## src/rtl/disp_timing_gen.sv

```systemverilog
// Display timing generator: VSYNC/HSYNC/DATA_ENABLE/DATA from a valid/ready pixel stream,
// with per-frame pixel-format packing, sticky underflow flag and stop at frame end.
module disp_timing_gen #(
    parameter int               PIX_W           = 24,
    parameter int               H_ACTIVE        = 640,
    parameter int               H_FP            = 16,
    parameter int               H_SYNC          = 96,
    parameter int               H_BP            = 48,
    parameter int               V_ACTIVE        = 480,
    parameter int               V_FP            = 10,
    parameter int               V_SYNC          = 2,
    parameter int               V_BP            = 33,
    parameter int               HS_POL          = 1,
    parameter int               VS_POL          = 1,
    parameter logic [PIX_W-1:0] UNDERFLOW_COLOR = '0
) (
    input  logic             clk,
    input  logic             rst,
    input  logic             en,
    input  logic [1:0]       pix_fmt,
    input  logic [PIX_W-1:0] pix_data,
    input  logic             pix_valid,
    output logic             pix_ready,
    input  logic             clr_status,
    output logic             VSYNC,
    output logic             HSYNC,
    output logic             DATA_ENABLE,
    output logic [PIX_W-1:0] DATA,
    output logic             frame_start,
    output logic             underflow,
    output logic [15:0]      frame_cnt
);

    localparam int H_TOTAL = H_ACTIVE + H_FP + H_SYNC + H_BP;
    localparam int V_TOTAL = V_ACTIVE + V_FP + V_SYNC + V_BP;
    localparam int HW      = (H_TOTAL > 1) ? $clog2(H_TOTAL) : 1;
    localparam int VW      = (V_TOTAL > 1) ? $clog2(V_TOTAL) : 1;
    localparam logic HS_ON = (HS_POL != 0);
    localparam logic VS_ON = (VS_POL != 0);

    typedef enum logic [1:0] {IDLE, RUN, DRAIN} state_t;

    state_t           state;
    logic [HW-1:0]    hcnt;
    logic [VW-1:0]    vcnt;
    logic [1:0]       fmt_q;
    logic [1:0]       fmt_sel;
    logic             active;
    logic             hact;
    logic             vact;
    logic             hs;
    logic             vs;
    logic             h_last;
    logic             v_last;
    logic             frame_first;
    logic             frame_last;
    logic [PIX_W-1:0] packed_pix;

    always_comb begin
        active      = (state != IDLE);
        hact        = int'(hcnt) < H_ACTIVE;
        vact        = int'(vcnt) < V_ACTIVE;
        hs          = (int'(hcnt) >= H_ACTIVE + H_FP) && (int'(hcnt) < H_ACTIVE + H_FP + H_SYNC);
        vs          = (int'(vcnt) >= V_ACTIVE + V_FP) && (int'(vcnt) < V_ACTIVE + V_FP + V_SYNC);
        h_last      = int'(hcnt) == H_TOTAL - 1;
        v_last      = int'(vcnt) == V_TOTAL - 1;
        frame_first = (hcnt == '0) && (vcnt == '0);
        frame_last  = h_last && v_last;
        pix_ready   = active && hact && vact;
        // The format sampled on the first frame cycle already applies to that cycle's pixel
        fmt_sel     = (active && frame_first) ? pix_fmt : fmt_q;
        packed_pix  = pix_data;
        if (PIX_W == 24) begin
            case (fmt_sel)
                2'b01:   packed_pix = pix_data & PIX_W'(24'hFCFCFC);
                2'b10:   packed_pix = pix_data & PIX_W'(24'hF8FCF8);
                default: packed_pix = pix_data;
            endcase
        end
    end

    always_ff @(posedge clk or negedge rst) begin
        if (!rst) begin
            state       <= IDLE;
            hcnt        <= '0;
            vcnt        <= '0;
            fmt_q       <= 2'b00;
            HSYNC       <= ~HS_ON;
            VSYNC       <= ~VS_ON;
            DATA_ENABLE <= 1'b0;
            DATA        <= '0;
            frame_start <= 1'b0;
            underflow   <= 1'b0;
            frame_cnt   <= '0;
        end else begin
            case (state)
                IDLE: begin
                    hcnt <= '0;
                    vcnt <= '0;
                    if (en) state <= RUN;
                end
                RUN, DRAIN: begin
                    if (h_last) begin
                        hcnt <= '0;
                        vcnt <= v_last ? '0 : vcnt + 1'b1;
                    end else begin
                        hcnt <= hcnt + 1'b1;
                    end
                    if (state == RUN) begin
                        if (!en) state <= DRAIN;
                    end else if (en) begin
                        state <= RUN;
                    end else if (frame_last) begin
                        state <= IDLE;
                    end
                    if (frame_last) frame_cnt <= frame_cnt + 1'b1;
                end
                default: state <= IDLE;
            endcase

            if ((state == IDLE && en) || (active && frame_first)) fmt_q <= pix_fmt;

            DATA_ENABLE <= pix_ready;
            HSYNC       <= (active && hs) ? HS_ON : ~HS_ON;
            VSYNC       <= (active && vs) ? VS_ON : ~VS_ON;
            frame_start <= active && frame_first;
            if (pix_ready) DATA <= pix_valid ? packed_pix : UNDERFLOW_COLOR;
            else           DATA <= '0;

            if (pix_ready && !pix_valid) underflow <= 1'b1;
            else if (clr_status)         underflow <= 1'b0;
        end
    end

endmodule

```

## config.mk

```make
export PLATFORM = sky130hd
export DESIGN_NAME = disp_timing_gen
export DESIGN_NICKNAME = d
export VERILOG_FILES = /design/src/rtl/disp_timing_gen.sv
export SDC_FILE = /design/constraint.sdc
export NUM_CORES = 1
export LEC_CHECK = 0
export CORE_MARGIN = 3
export CORE_UTILIZATION = 30
export DETAILED_ROUTE_END_ITERATION = 12
export SLEW_MARGIN = 0
export SYNTH_ARGS = -nofsm -noshare
export SYNTH_HDL_FRONTEND = slang
export SYNTH_SLANG_ARGS = --single-unit
```

## constraint.sdc

```tcl
create_clock -name clk -period 3.55 [get_ports clk]
set_clock_uncertainty 0.2 [all_clocks]
set_input_delay 0.71 -clock clk [delete_from_list [all_inputs] [get_ports clk]]
set_output_delay 0.71 -clock clk [all_outputs]
set_load 0.02 [all_outputs]
```

# Yosys cells after proc, flatten, opt, wreduce, memory -nomap -nowiden

Index checks and enable logic that the tools add are counted.

Word-level logic and storage cells: 72
Output and inout bits: 46
Bits of input ports: 31
Register bits: 69

Multiplexer cells: 19
Eq/ne operators: 10
Reduce and logical (&&, ||, !) cells: 23
Order comparisons: 6
Add/subtract/negate cells: 3

Operators by type and width:

| operator              | count |
|---|---|
| $mux 24               | 2 |
| $pmux 10 s2           | 2 |
| $pmux 19 s2           | 1 |
| $mux 10               | 3 |
| $add 10x1->10 const B | 2 |
| $logic_not 10->1      | 2 |
| $lt 10x10->1 const B  | 2 |
| $lt 10x9->1 const B   | 2 |
| $add 16x1->16 const B | 1 |
| $mux 2                | 6 |
| $logic_and 1x1->1     | 11 |
| $eq 10x10->1 const B  | 1 |
| $eq 10x9->1 const B   | 1 |
| $ge 10x10->1 const B  | 1 |
| $ge 10x9->1 const B   | 1 |
| $reduce_bool 2->1     | 3 |
| $eq 2x1->1 const B    | 2 |
| $eq 2x2->1 const B    | 2 |
| $mux 1                | 4 |
| $ne 2x2->1 const B    | 2 |
| $ne 4x4->1 const B    | 1 |
| $pmux 2 s2            | 1 |
| $reduce_and 2->1      | 2 |
| $ne 3x3->1 const B    | 1 |
| 5 further kinds       | 5 |

# Longest topological paths before layout

Word-level depth: 8
Gate-level depth with buffers: 8
Gate-level depth less buffers: 8

# Worst setup path before layout

Ideal clock, no wire load.

Path kind: reg2out
Start: register state[0]
End: output port pix_ready
Path slack: 1.095 ns
Data required time: 2.640 ns
Arrival time: 1.545 ns
Stages on the path, launching flop included: 7
Path buffers: 2
Path through: dfrtp_1 inv_1 ha_1 nor2_1 and3_1 clkbuf_1 clkbuf_1

Longest elaborated chain between the ends: 3

Ends and longest elaborated chain:

| element                        | line | RTL |
|---|---|---|
| start, declared                | 43   | `state_t state;` |
| start signal, assigned         | 84   | `state <= IDLE;` |
| start signal, assigned         | 100  | `if (en) state <= RUN;` |
| start signal, assigned         | 110  | `if (!en) state <= DRAIN;` |
| $reduce_bool 2->1              | 60   | `active = (state != IDLE);` |
| $logic_and 1x1->1 (2 in a row) | 69   | `pix_ready = active && hact && vact;` |
| end, declared                  | 23   | `output logic pix_ready,` |

Every way passes these cells.

# Final worst setup path

Same ends and word-level chain as after synthesis.

==> reports/metrics.cfg <==
[finish]
drive_above_1_share = 0.112
nets = 419
diodes = 0
seq_area_um2 = 1730
multi_input_area_um2 = 1490
area_growth_pct = 32.2
fillCellCount = 1013
fin_cells = 519

[pwr]
p_clk_frac = 0.276
ir_drop_uv = 298
p_comb_frac = 0.322
seqPwrFrac = 0.402
p_leak_nw = 2.04
internal_power_w = 0.00157
power.switching_w = 0.000777
switching_share = 0.332
power_density_nw_per_um2 = 529

[global_routing]
grt_pass1_vias = 2722
grt_pass1_wl_mm = 13.6
grt_max_degree = 31
antenna_found_initial = 0
grt_util_all_layers = 0.132
overflow = 0

[synth]
yosysWarnings = 0
async_flop_share = 1.00
synthMuxAreaShare = 0.0164
synth-simple-area-share = 0.261
synth-edff-count = 0
synth_top_family_by_area = simple AND/OR/NAND/NOR gates
synthTopCellsByArea = dfrtp_1 52%, and3_1 5.8%, xor2_1 5.5%, ha_1 3.7%, nor3_2 2.7%
yosysTopAreaCell = dfrtp_1
synth_xor_xnor_area_share = 0.0653
synth_most_common_cell = dfrtp_1
yosysUniqueCellTypes = 50
synth_seq_cells = 69
synth-compound-area-share = 0.0653
yosysSeqAreaShare = 0.515
synthFlopType = dfrtp_1
synth_nets = 343
syn_avg_cell_area_um2 = 11.1
synth_fa_ha_area_frac = 0.0373
ys_top_cells_by_count = 69 x dfrtp_1, 31 x and3_1, 21 x xor2_1
synth.top_cell.area_share = 0.515
syn_area_um2 = 3350
syn_inst = 302

[route]
drt_pre_antenna_iters = 4
remaining_drc_errors = 0
drt-initial-drc-count = 84
ant_nets = 0
num_vias = 2615
via_per_inst = 5.04
wl_mm = 7.94
wire_per_inst_um = 15.3

[sta]
fin_tns_setup_ps = 0
finalWorstSetupSlack_ps = 503
max-slew-margin-rel = 0.514
fin_crit_ps = 3050
slew_viol_final = 0
max_slew.worst_pin.slew_ps = 721
rsz0062_at_grt = no
setup_viol = 0
hold_viol_final = 0
timing.fmax_mhz = 328
period_share = 0.858

[setup_path]
crit_path_start_kind = register
crit_path_end_kind = primary output
crit_fanout = 8
worstReg2RegStart = hcnt[0]
required_ps = 2640
critPathKind = register to primary output
reg2reg_to = DATA[18]
crit_chain = inv_1 -> ha_1 -> nor2_1 -> and3_1 -> clkdlybuf4s50_1
critPathArrivalTime_ps = 2140
critPathMaxStageDelay_ps = 650
cp_slowest_cell = clkdlybuf4s50_1
reg2reg_depth = 8
reg2reg_slack_ps = 850

[die]
die_height_um = 112
die_w_um = 112
initial_utilization = 0.316
die_area_um2 = 12500
coreArea_um2 = 10600
rows = 37
io_pins = 77

[placed_design]
port_buffers = 76
dp_hpwl_mm = 5.72
pre_cts_ws_ps = 869
dp.cells = 503
gp_congestion = 0.762

[cts]
cts_buffers = 9
cts_tree = yes
cts_max_path_buffers = 2
clock_latency_ps = 350
htreeDepth = 3
cts_hold_buf = 0
cts.sinks = 69
cts.repair.resized = 0
clk_pin_slew_ps = 80
postCtsSetupBuffers = 0
cts_root_buf = clkbuf_8

[hold_path]
holdCritPathClass = input pin to async pin

[flow_run]
cap_violations = 0

[status]
status = completed

## routing by layer
metal,up-vias,part of all wire,global-route usage
met5,-,0,0
met3,10,0.058,0.0451
met1,1311,0.43,0.165
met2,52,0.50,0.217
li1,1242,-,-
met4,0,0.011,0.0381
## worst max-delay path: cells and delay by family (launching register included)
kind	cells	cell delay (ps)
buf+inv	2	740
flops	1	400
simple gates	2	350
fa+ha+maj	1	290
## cell type report
cell class / count / area share
Inverter: 11 / 0.00932
Clock buffer: 10 / 0.0311
Clock inverter: 6 / 0.0141
Timing Repair Buffer: 82 / 0.181
Sequential cell: 69 / 0.390
Tap cell: 136 / 0.0384
Multi-Input combinational cell: 205 / 0.337
## state kept, by name, indices dropped and copies added, names as in the netlist
signal / count
DATA: 24
DATA_ENABLE: 1
HSYNC: 1
VSYNC: 1
fmt_q: 2
frame_cnt: 16
frame_start: 1
hcnt: 10
state: 2
underflow: 1
vcnt: 10
## through the flow
step                instance area (µm²)   util  total power [W]  hold WS, ps
global placement                   4230  0.399          0.00170          258
detailed placement                 4230  0.399          0.00172          280
finish                             4430  0.418          0.00234          195
floorplan                          3350      -          0.00139          214
CTS                                4430  0.418          0.00238          206
global route                       4430  0.418          0.00248          244
## how the worst max path moves through the flow
stage / from / end / slack, ps / cells after the start
2_1_floorplan: state[0] / pix_ready / 1100 / 6
3_3_place_gp: state[0] / pix_ready / 920 / 5
3_5_place_dp: state[0] / pix_ready / 870 / 5
4_1_cts: state[0] / pix_ready / 460 / 5
5_1_grt: state[0] / pix_ready / 320 / 5
6_report: state[0] / pix_ready / 500 / 5
## placed cells by master (no fill, tap or decap), types with 6 or more instances in the layout
master           synthesis  layout
a31oi_1                  6       6
and3_1                  31      31
buf_4                    1       6
clkbuf_8                 0      10
clkdlybuf4s50_1          0      75
dfrtp_1                 69      69
ha_1                    10      10
inv_1                   11      11
nand2_1                 15      15
nand3_1                 11      11
nand4_1                 12      12
nor2_1                  17      17
nor3_2                   9       9
o21ai_0                  6       6
xor2_1                  21      21
## power groups by stage
stage | logic, W | clock network, W | registers, W
3_3_place_gp | 0.000750 | 0 | 0.000954
2_1_floorplan | 0.000343 | 0 | 0.00104
6_report | 0.000755 | 0.000647 | 0.000941
4_1_cts | 0.000768 | 0.000669 | 0.000942
3_5_place_dp | 0.000760 | 0 | 0.000955
5_1_grt | 0.000828 | 0.000696 | 0.000953
## cells by family (layout without fill, tap and decap cells)
logic type	after synthesis	after routing
muxes	5	5
buffers and inverters	28	109
DFF	69	69
xor gates and xnor gates	25	25
and+or+nand+nor	135	135
adders and majority gates	10	10
AOI/OAI and AO/OA	30	30
(Power assumes the default switching activity.)
